==> config.mk <==
export PLATFORM = sky130hd
export DESIGN_NAME = plic_target_arbiter
export DESIGN_NICKNAME = d
export VERILOG_FILES = /design/src/rtl/plic_target_arbiter.sv
export SDC_FILE = /design/constraint.sdc
export NUM_CORES = 1
export LEC_CHECK = 0
export CORE_MARGIN = 10
export CORE_UTILIZATION = 40
export CTS_CLUSTER_SIZE = 30
export DETAILED_ROUTE_END_ITERATION = 12
export DONT_BUFFER_PORTS = 1
export GPL_ROUTABILITY_DRIVEN = 0
export PLACE_DENSITY = 0.51
export SYNTH_ARGS = -nofsm -noshare
export SYNTH_HDL_FRONTEND = slang
export SYNTH_SLANG_ARGS = --single-unit
==> constraint.sdc <==
create_clock -name clk -period 46.1 [get_ports clk]
set_input_delay 4.61 -clock clk [delete_from_list [all_inputs] [get_ports clk]]
set_output_delay 4.61 -clock clk [all_outputs]
set_load 0.05 [all_outputs]
==> src/rtl/plic_target_arbiter.sv <==
// rtl/plic_target_arbiter.sv - per-target PLIC arbiter with claim/complete strobes
module plic_target_arbiter #(
  parameter int SOURCES    = 16,
  parameter int PRIORITIES = 7,
  parameter int ID_BITS    = $clog2(SOURCES + 1),
  parameter int PRIO_BITS  = $clog2(PRIORITIES + 1)
) (
  input  logic                           clk,
  input  logic                           rst,
  input  logic [SOURCES-1:0]             ip,
  input  logic [SOURCES-1:0]             ie,
  input  logic [SOURCES*PRIO_BITS-1:0]   prio,
  input  logic [PRIO_BITS-1:0]           threshold,
  output logic                           irq,
  output logic [ID_BITS-1:0]             claim_id,
  input  logic                           claim_rd,
  input  logic                           complete_wr,
  input  logic [ID_BITS-1:0]             complete_id,
  output logic [SOURCES-1:0]             gw_claim,
  output logic [SOURCES-1:0]             gw_complete
);

  logic [SOURCES*PRIO_BITS-1:0] elig_prio_q, elig_prio_d;
  logic [PRIO_BITS-1:0]         thr_q, thr_d;
  logic                         irq_q, irq_d;
  logic [ID_BITS-1:0]           id_q, id_d;
  logic [SOURCES-1:0]           claimed_q, claimed_d;
  logic [SOURCES-1:0]           gw_claim_q, gw_claim_d;
  logic [SOURCES-1:0]           gw_complete_q, gw_complete_d;

  logic [PRIO_BITS-1:0]         best_prio;
  logic [ID_BITS-1:0]           best_id;
  logic                         claim_fire;
  logic                         blank;

  // Stage 1: mask each source's priority to 0 unless it is eligible.
  always_comb begin
    elig_prio_d = '0;
    for (int i = 0; i < SOURCES; i++) begin
      if (ip[i] && ie[i] && !claimed_q[i]) begin
        elig_prio_d[i*PRIO_BITS +: PRIO_BITS] = prio[i*PRIO_BITS +: PRIO_BITS];
      end
    end
    thr_d = threshold;
  end

  // Stage 2: ascending scan with strict '>' keeps the lowest ID on ties.
  always_comb begin
    best_prio = '0;
    best_id   = '0;
    for (int i = 0; i < SOURCES; i++) begin
      if (elig_prio_q[i*PRIO_BITS +: PRIO_BITS] > best_prio) begin
        best_prio = elig_prio_q[i*PRIO_BITS +: PRIO_BITS];
        best_id   = ID_BITS'(i + 1);
      end
    end
    claim_fire = claim_rd && (id_q != '0);
    // Stage 1 still holds pre-claim state for two edges after a claim.
    blank      = claim_fire || (gw_claim_q != '0);
    irq_d      = !blank && (best_prio > thr_q);
    id_d       = irq_d ? best_id : '0;
  end

  always_comb begin
    gw_claim_d    = '0;
    gw_complete_d = '0;
    for (int i = 0; i < SOURCES; i++) begin
      if (claim_fire && (id_q == ID_BITS'(i + 1))) begin
        gw_claim_d[i] = 1'b1;
      end
      if (complete_wr && (complete_id == ID_BITS'(i + 1)) && claimed_q[i]) begin
        gw_complete_d[i] = 1'b1;
      end
    end
    claimed_d = (claimed_q | gw_claim_d) & ~gw_complete_d;
  end

  always_ff @(posedge clk) begin
    if (rst) begin
      elig_prio_q   <= '0;
      thr_q         <= '0;
      irq_q         <= 1'b0;
      id_q          <= '0;
      claimed_q     <= '0;
      gw_claim_q    <= '0;
      gw_complete_q <= '0;
    end else begin
      elig_prio_q   <= elig_prio_d;
      thr_q         <= thr_d;
      irq_q         <= irq_d;
      id_q          <= id_d;
      claimed_q     <= claimed_d;
      gw_claim_q    <= gw_claim_d;
      gw_complete_q <= gw_complete_d;
    end
  end

  assign irq         = irq_q;
  assign claim_id    = id_q;
  assign gw_claim    = gw_claim_q;
  assign gw_complete = gw_complete_q;

endmodule

# Word-level counts from Yosys, hierarchy flattened
# Cells that the tools add are included.
totals:
  out_inout_bits: 38
  register_bits: 105
  wordCells: 276
op_classes:
  n_reduce_logical: 120
  bitwise: 20
  n_mux: 64
  eq_ne: 32
  order_cmp: 17
ops:
  columns: ["cell", "n"]
  rows:
  - ["logical AND 1 bit", 82]
  - ["== test 5 x 4 -> 1 bit (second input constant)", 16]
  - ["2-to-1 mux 5 bit", 15]
  - ["> comparator 3 bit", 16]
  - ["2-to-1 mux 3 bit", 16]
  - ["== test 5 x 3 -> 1 bit (second input constant)", 8]
  - ["OR reduction 2 bit", 17]
  - ["2-to-1 mux 1 bit", 33]
  - ["== test 5 x 2 -> 1 bit (second input constant)", 4]
  - ["zero test 1 bit", 17]
  - ["NOT 1 bit", 17]
  - ["bitwise AND 16 bit", 1]
  - ["NOT 16 bit", 1]
  - ["OR 16 bit", 1]
  - ["nonzero test 16 bit", 1]
  - ["== test 5 x 1 -> 1 bit (second input constant)", 2]
  - ["== test 5 bit (second input constant)", 2]
  - ["nonzero test 5 bit", 1]
  - ["> comparator 3 x 1 -> 1 bit (second input constant)", 1]
  - ["OR reduction 3 bit", 1]
  - ["logical OR 1 bit", 1]

# Logic depth before layout (Yosys ltp)
# Gate-level depths: netlist (run 1).
logic_depth:
  ltp_word: 36
  depth_mapped: 100

# Worst setup path after synthesis (run 1)
# Ideal clock, no wire load.
synth_path:
  path_type: "register to register"
  start: "register elig_prio_q[2]"
  end: "register id_q[2] (netlist: claim_id[2])"
  path_slack_ns: 27.928
  path_buffers: 0
  arrival_ns: 18.098
  path_stages_with_launch: 92
  setup_time_ns: 0.074
  cell_sequence: "dfxtp_1 > inv_1 > ha_1 > and3_1 > a21oi_2 > mux2i_1 > inv_1 > ha_1 > nand3b_1 > a21bo_2 > nand2_1 > o21ai_0 > ha_1 > nand3b_1 > a32oi_2 > nor2_1 > a221oi_2 > inv_1 > [... 56 more ...] > ha_1 > o21ai_0 > or2b_2 > nand2_1 > mux2_4 > ha_1 > inv_1 > a21o_1 > a21oi_1 > a31oi_1 > mux2i_4 > ha_1 > and3_1 > nor4_1 > nand3_1 > nor3_1 > nand2b_1 > a31oi_1"
synth_via:
  elab_chain_cells: 36
  elab_cells_between_ends: 49
synth_rtl:
  columns: ["element", "line_no", "rtl"]
  rows:
  - ["from (decl)", "23", "logic [SOURCES*PRIO_BITS-1:0] elig_prio_q, elig_prio_d;"]
  - ["from (signal assigned)", "88", "elig_prio_q <= elig_prio_d;"]
  - ["> comparator 3 x 1 -> 1 bit", "52", "if (elig_prio_q[i*PRIO_BITS +: PRIO_BITS] > best_prio) begin"]
  - ["2-to-1 mux 3 bit (*)", "52", null]
  - ["> comparator 3 bit", "52", null]
  - ["2-to-1 mux 3 bit (*)", "52", null]
  - ["> comparator 3 bit", "52", null]
  - ["2-to-1 mux 3 bit", "52", null]
  - ["> comparator 3 bit", "52", null]
  - ["2-to-1 mux 3 bit", "52", null]
  - ["[... 20 more ...]", null, null]
  - ["> comparator 3 bit", "52", null]
  - ["2-to-1 mux 3 bit", "52", null]
  - ["> comparator 3 bit", "52", null]
  - ["2-to-1 mux 3 bit", "52", null]
  - ["> comparator 3 bit", "60", "irq_d = !blank && (best_prio > thr_q);"]
  - ["logical AND 1 bit", "60", null]
  - ["NOT 1 bit (no line)", null, null]
  - ["OR reduction 3 bit (no line)", null, null]
  - ["to (signal assigned)", "91", "id_q <= id_d;"]
  - ["to (decl)", "26", "logic [ID_BITS-1:0] id_q, id_d;"]
# Every way passes the cells marked *; elsewhere a longest branch is shown, timed or not.
# A chain may end at the register's enable or synchronous reset.

# Final worst setup path (run 1)
# Ends and elaborated chain as after synthesis.

==> run metrics, run 1 <==
status finished, final reports clean; Crit Path Category reg -> reg; Netlist cell types 56; Worst Path Max Fanout 8; Post-synth EDFFs 0; slew of the pin with the lowest slew margin 0.988 ns; vias in the first global route 4452; Simple-Gate Fraction of Synth Area 0.268; Worst EP required 46.37 ns; Critical Path Start Type flip-flop; CTS buffer count 9; sequential standard cell area 0.00210 sq mm; Syn Nets 749; clock latency at the later pin of the worst-skew pair 0.36 ns; Hold WC Path Type reg -> reg; chip width 136 microns; most numerous cell in the Yosys netlist dfxtp_1; die area 0.0185 sq mm; Antenna diodes 0; Synth Register Bits 105; Yosys top cell by area dfxtp_1; crit path max-delay cell type a31oi_1; post-synthesis compound-gate area fraction 0.160; CTS Hold Buffers Added 0; Slew headroom 0.336; DRC 0; io pins 130; final slew viol count 0; Port Buffers 0; aggregate negative setup slack 0 ns; clock root buffer clkbuf_16; Setup-failing EPs final 0; DR vias/cell 5.40; post-synthesis xor/xnor area fraction 0; Via Count 4300; Crit path largest cell delay 0.50 ns; CTS HTree Levels 3; Syn Area/Cell 8.85 sq um; Initial Util 0.407; # Post-CTS Setup Buffers 0; CTS max path bufs 2; fin crit share 0.458; YS warnings 0; cell area after synthesis 0.00539 sq mm; mux cell area share after synthesis 0.0418; first-pass GRT wire length 23500 microns; Final Critical Period 21.13 ns; Initial DRC Count 180; Seq/Total Area, Yosys 0.390; largest net degree at the start of global routing 47; Reg clk slew, reported paths 0.08 ns; top cells by count, synth dfxtp_1 (105), nor2_1 (67), and2_1 (52); hpwl dp 12200 microns; total track usage 0.163; GR Overflow Total 0; filler instances 1345; adder-cell share of the synthesized area 0.111; Worst setup EP type flip-flop; drt first pass iters 5; Final Hold Fails 0; Synth Instances 609; Die Height 136 microns; clock tree from TritonCTS done; drt total wl 15000 microns; Core Area 0.0132 sq mm; fraction of layout cells with a size suffix above 1 0.0919; fin nets 755; # clock sinks 105; CP most frequent cell ha_1; mean routed wirelength per cell 18.8 microns; largest family of logic cells by synthesized area simple AND/OR/NAND/NOR gates; CTS resizes 0; Area Overhead vs Synth 9.40%; CP Data Arrival Time 21.40 ns; post-route ant nets 0; RSZ-0062 raised after global routing no; asr flop ratio synth 0; synth top area cells dfxtp_1 (39%), ha_1 (11%), and2_1 (6.0%), nor2_1 (4.7%), nand2_1 (3.4%); top cell type's share of synthesized area 0.390; Max Cap Violations 0; Placement Rows 42; most used flip-flop cell after synthesis dfxtp_1; Clock Skew 0.0148 ns; initial antenna violation count 0; area of the multi-input gates 0.00313 sq mm; f_max 0.0473 GHz
==> layout by cell type, fill, tap and decap left out, types with 2 or more instances in the layout <==
cell        count
a21bo_2         2
a21boi_0        4
a21o_1          6
a21oi_1        21
a21oi_2         3
a221oi_2        2
a311oi_1       15
a31oi_1         7
a32oi_2         3
and2_1         52
and3_1         18
and3b_1         2
clkbuf_16       9
clkinv_4        2
clkinv_8        2
clkinvlp_4      2
dfxtp_1       105
ha_1           48
inv_1          35
mux2_2          6
mux2_4          3
mux2i_1         9
nand2_1        49
nand2b_1        6
nand3_1        13
nand3b_1       11
nor2_1         67
nor2b_1        16
nor3_1         27
nor4_1          6
o211ai_1        3
o21a_1          5
o21ai_0        19
o21ai_1         6
o31ai_1         2
or2_2           7
or2b_2          3
==> registers in the layout (all words and copies together) (netlist names) <==
signal and cells:
claim_id 5, claimed_q 16, elig_prio_q 48, gw_claim 16
gw_complete 16, irq 1, thr_q 3
==> metrics by stage <==
step	instances	utilization	hold slack [ns]	cell area, sq um	worst slack (ns)
finish	796	0.445	0.498	5900	24.97
global route	796	0.445	0.525	5900	22.79
CTS	796	0.445	0.497	5900	24.89
detailed placement	780	0.422	0.484	5590	25.00
global placement	780	0.422	0.477	5590	25.63
floorplan	609	-	0.462	5390	27.93
==> worst paths after layout <==
kind	start	to	slack [ns]	cells after the start
min reg2reg	claimed_q[7]	claimed_q[7]	0.50	1
max reg2reg	elig_prio_q[2]	claim_id[2]	24.97	93
min	claimed_q[7]	claimed_q[7]	0.50	1
max	elig_prio_q[2]	claim_id[2]	24.97	93
==> worst max-delay path: cells and delay by family, from the launching register on <==
kind | cells | cell delay (ns)
adder cells (fa/ha/maj) | 16 | 4.57
AO/OA/AOI/OAI | 31 | 7.35
AND/OR/NAND/NOR | 33 | 6.42
flip-flops | 1 | 0.35
multiplexers | 5 | 1.70
buffers and inverters | 8 | 0.60
==> metal layers <==
metal / GRT usage / up-vias / wire length (microns)
met2: 0.271 / 97 / 7270
met4: 0.0467 / 0 / 200
li1: - / 2171 / -
met3: 0.0657 / 15 / 1080
met1: 0.189 / 2017 / 6450
met5: 0 / - / 0
==> kinds of logic (layout without fill, tap and decap cells) <==
family / Yosys count / after routing
AND/OR/NAND/NOR: 280 / 280
AO/OA/AOI/OAI: 116 / 116
flip-flops: 105 / 105
adder cells (fa/ha/maj): 48 / 48
buffers and inverters: 41 / 52
multiplexers: 19 / 19
==> cell type report <==
type | instances | share of cell area
Clock buffer | 9 | 0.0382
Sequential cell | 105 | 0.357
Tap cell | 176 | 0.0374
Multi-Input combinational cell | 463 | 0.531
Timing Repair Buffer | 1 | 0.00127
Inverter | 35 | 0.0223
Clock inverter | 7 | 0.0129
Power of run 1 is not shown: default switching activity piles up to over one toggle a cycle in this logic, so the estimate is an artifact.
==> run 2: changes to the inputs <==
==> constraint.sdc (replaced) <==
create_clock -name clk -period 21.4 [get_ports clk]
set_input_delay 2.14 -clock clk [delete_from_list [all_inputs] [get_ports clk]]
set_output_delay 2.14 -clock clk [all_outputs]
set_load 0.05 [all_outputs]
==> run metrics, run 2 (synthesis gave the netlist of run 1 again) <==
CTS max path bufs 2; Max Cap Violations 0; largest net degree at the start of global routing 47; final slew viol count 0; GR Overflow Total 0; Placement Rows 42; chip width 136 microns; fraction of layout cells with a size suffix above 1 0.126; Hold Crit Start claimed_q[7]; drt first pass iters 4; reg2reg start elig_prio_q[1]; total track usage 0.164; io pins 130; Antenna diodes 0; CTS HTree Levels 3; Largest Register elig_prio_q; status finished, final reports clean; die area 0.0185 sq mm; Initial Util 0.407; Crit Path Category reg -> reg; final hold slack 0.507 ns; DRC 0; most common cell after layout, fill and taps aside dfxtp_1; DR vias/cell 5.43; vias in the first global route 4591; CTS buffer count 9; Worst setup EP type flip-flop; clock tree from TritonCTS done; slew of the pin with the lowest slew margin 0.948 ns; Port Buffers 0; Core Area 0.0132 sq mm; # clock sinks 105; filler instances 1316; Worst EP required 21.67 ns; crit path max-delay cell type dfxtp_1; worst r2r dst claim_id[1]; clock root buffer clkbuf_16; Critical Path Start Type flip-flop; aggregate negative setup slack 0 ns; post-route ant nets 0; f_max 0.0505 GHz; Worst Hold Endpoint claimed_q[7]; Reg clk slew, reported paths 0.08 ns; mean routed wirelength per cell 18.8 microns; Area Overhead vs Synth 13.2%; Crit path largest cell delay 0.41 ns; Hold WC Path Type reg -> reg; drt total wl 15000 microns; first-pass GRT wire length 23900 microns; r2r setup slk 1.61 ns; initial antenna violation count 0; Via Count 4346; CP Data Arrival Time 20.05 ns; r2r worst-path depth 95; Die Height 136 microns; Clock Skew 0.0104 ns; hpwl dp 12000 microns; fin crit share 0.925; CP most frequent cell ha_1; worst hold stages 1; Final Hold Fails 0; Slew headroom 0.363; clock latency at the later pin of the worst-skew pair 0.36 ns; commonest non-fill, non-tap cells in the layout dfxtp_1 (105), nor2_1 (67), and2_1 (52); Setup-failing EPs final 0; fin nets 760; max FFs per register 48; Final Critical Period 19.79 ns; Worst Path Max Fanout 7; Initial DRC Count 229
run 2: worst max-delay path by stage:
stage                    from          end  slack [ns]  depth (start not counted)
2_1_floorplan  elig_prio_q[2]  claim_id[2]        3.23                         91
3_3_place_gp   elig_prio_q[2]  claim_id[2]        0.83                         94
3_5_place_dp   elig_prio_q[2]  claim_id[3]        0.22                         94
4_1_cts        elig_prio_q[2]  claim_id[3]        0.10                         94
5_1_grt        elig_prio_q[1]  claim_id[1]       -0.07                         95
6_report       elig_prio_q[1]  claim_id[1]        1.61                         95
run 2: final cells by class:
cell class	instances	area, sq um	share of cell area
well taps	176	220	0.0361
inverters	35	131	0.0215
multi-input cells	463	3300	0.541
clock inverters	6	61.3	0.0100
flip-flops and latches	105	2100	0.345
repair buffers	6	45.0	0.00738
clock buffers	10	239	0.0392
run 2: stage by stage:
step / instance area, sq um / worst slack (ns) / std cells / utilization
floorplan: 5390 / 3.23 / 609 / -
global placement: 5590 / 0.834 / 780 / 0.422
detailed placement: 5590 / 0.220 / 780 / 0.422
CTS: 5890 / 0.102 / 796 / 0.445
global route: 6100 / -0.0730 / 801 / 0.461
finish: 6100 / 1.61 / 801 / 0.461
run 2: worst max-delay path: cells and delay by family (launching register included):
kind                     cells  cell delay (ns)
buffers and inverters        6             0.41
AO/OA/AOI/OAI               32             6.17
multiplexers                 5             1.68
flip-flops                   1             0.41
adder cells (fa/ha/maj)     16             4.70
AND/OR/NAND/NOR             36             6.31
run 2: metal layers:
layer  part of all wire  global-route usage
met1               0.41               0.183
met3              0.076              0.0683
met4              0.017              0.0503
met2               0.50               0.279
met5                  0                   0
run 2: timing repair:
action	4_1_cts	5_1_grt
buffers inserted	0	5
resized for setup	0	34
endpoints found under the setup margin	0	6
hold buffers	0	0
Power of run 2 is left out for the same reason.
==> run 3: changes to the inputs <==
--- a/config.mk
+++ b/config.mk
@@ -9,9 +9,8 @@
 export CORE_UTILIZATION = 40
 export CTS_CLUSTER_SIZE = 30
 export DETAILED_ROUTE_END_ITERATION = 12
-export DONT_BUFFER_PORTS = 1
 export GPL_ROUTABILITY_DRIVEN = 0
-export PLACE_DENSITY = 0.51
+export PLACE_DENSITY = 0.64
 export SYNTH_ARGS = -nofsm -noshare
 export SYNTH_HDL_FRONTEND = slang
 export SYNTH_SLANG_ARGS = --single-unit
==> run metrics, run 3 (synthesis gave the netlist of run 1 again) <==
status finished, final reports clean; DR vias/cell 5.15; CP most frequent cell ha_1; Hold WC Path Type reg -> reg; f_max 0.0507 GHz; Setup-failing EPs final 0; max FFs per register 48; Clock Skew 0.0113 ns; io pins 130; drt total wl 15800 microns; slew of the pin with the lowest slew margin 1.10 ns; Initial Util 0.407; Placement Rows 42; vias in the first global route 5118; final core utilization 0.556; largest net degree at the start of global routing 47; drt first pass iters 5; fin crit share 0.921; Via Count 4790; GR Overflow Total 0; Core Area 0.0132 sq mm; Worst setup EP type flip-flop; # clock sinks 105; Port Buffers 129; reg2reg start elig_prio_q[1]; Reg clk slew, reported paths 0.08 ns; crit path max-delay cell type dfxtp_1; Crit path largest cell delay 0.41 ns; worst hold stages 2; Area Overhead vs Synth 36.7%; CTS buffer count 9; fraction of layout cells with a size suffix above 1 0.0981; DRC 0; clock root buffer clkbuf_16; most common cell after layout, fill and taps aside clkdlybuf4s50_1; Initial DRC Count 278; worst setup path start elig_prio_q[1]; Slew headroom 0.261; Worst Path Max Fanout 7; Worst Hold Endpoint gw_claim[15]; worst r2r dst claim_id[2]; commonest non-fill, non-tap cells in the layout clkdlybuf4s50_1 (129), dfxtp_1 (105), nor2_1 (67); clock latency at the later pin of the worst-skew pair 0.36 ns; CP Data Arrival Time 19.99 ns; post-route ant nets 0; initial antenna violation count 1; Die Height 136 microns; Max Cap Violations 0; r2r worst-path depth 92; filler instances 1220; fin nets 889; CTS max path bufs 2; area of the multi-input gates 0.00327 sq mm; chip width 136 microns; sequential standard cell area 0.00210 sq mm; Largest Register elig_prio_q; total track usage 0.172; Crit Path Category reg -> reg; die area 0.0185 sq mm; final slew viol count 0; Worst EP required 21.68 ns; hpwl dp 12600 microns; CTS HTree Levels 3; mean routed wirelength per cell 17.0 microns; Critical Path Start Type flip-flop; first-pass GRT wire length 25300 microns; Final Critical Period 19.71 ns; Hold Crit Start claim_id[4]; Final Hold Fails 0; r2r setup slk 1.69 ns; clock tree from TritonCTS done
[run 3: metrics by stage]
| step | setup slack (ns) | cells | setup TNS, ns | hold WS, ns | cell area (sq um) |
|---|---|---|---|---|---|
| global placement | 1.27 | 909 | 0 | 0.483 | 6890 |
| floorplan | 3.23 | 609 | 0 | 0.462 | 5390 |
| global route | -0.0867 | 930 | -0.191 | 0.544 | 7360 |
| finish | 1.69 | 931 | 0 | 0.511 | 7370 |
| CTS | 0.409 | 925 | 0 | 0.506 | 7190 |
| detailed placement | 0.506 | 909 | 0 | 0.477 | 6890 |
[run 3: timing repair]
action                                  CTS  global route
endpoints found under the setup margin    0             6
gates resized for setup                   0            28
hold buffers                              0             0
buffers inserted                          0             5
[run 3: worst max-delay path, delay by kind of cell (launching register included)]
family	cells	cell delay [ns]
adder cells (fa/ha/maj)	16	4.63
AND/OR/NAND/NOR	35	6.13
AO/OA/AOI/OAI	30	6.44
flip-flops	1	0.41
buffers and inverters	6	0.46
multiplexers	5	1.53
[run 3: routing by layer]
layer,track usage,routed length [microns],vias up,share of wire
li1,-,-,2437,-
met2,0.300,7880,109,0.50
met3,0.0609,1080,18,0.068
met5,0,0,-,0
met4,0.0473,264,0,0.017
met1,0.195,6570,2226,0.42
[run 3: layout make-up]
class | instances | area share
timing repair buffer | 135 | 0.181
clock buffer | 9 | 0.0306
inverter | 35 | 0.0178
antenna | 1 | 0.000340
multi-input combinational | 463 | 0.444
clock inverter | 7 | 0.0104
tap | 176 | 0.0299
sequential | 105 | 0.285
[run 3: worst max path at each step]
stage,to,slack [ns]
5_1_grt,claim_id[2],-0.09
4_1_cts,claim_id[2],0.41
2_1_floorplan,claim_id[2],3.23
3_3_place_gp,claim_id[2],1.27
6_report,claim_id[2],1.69
3_5_place_dp,claim_id[2],0.51
Power of run 3 is left out for the same reason.
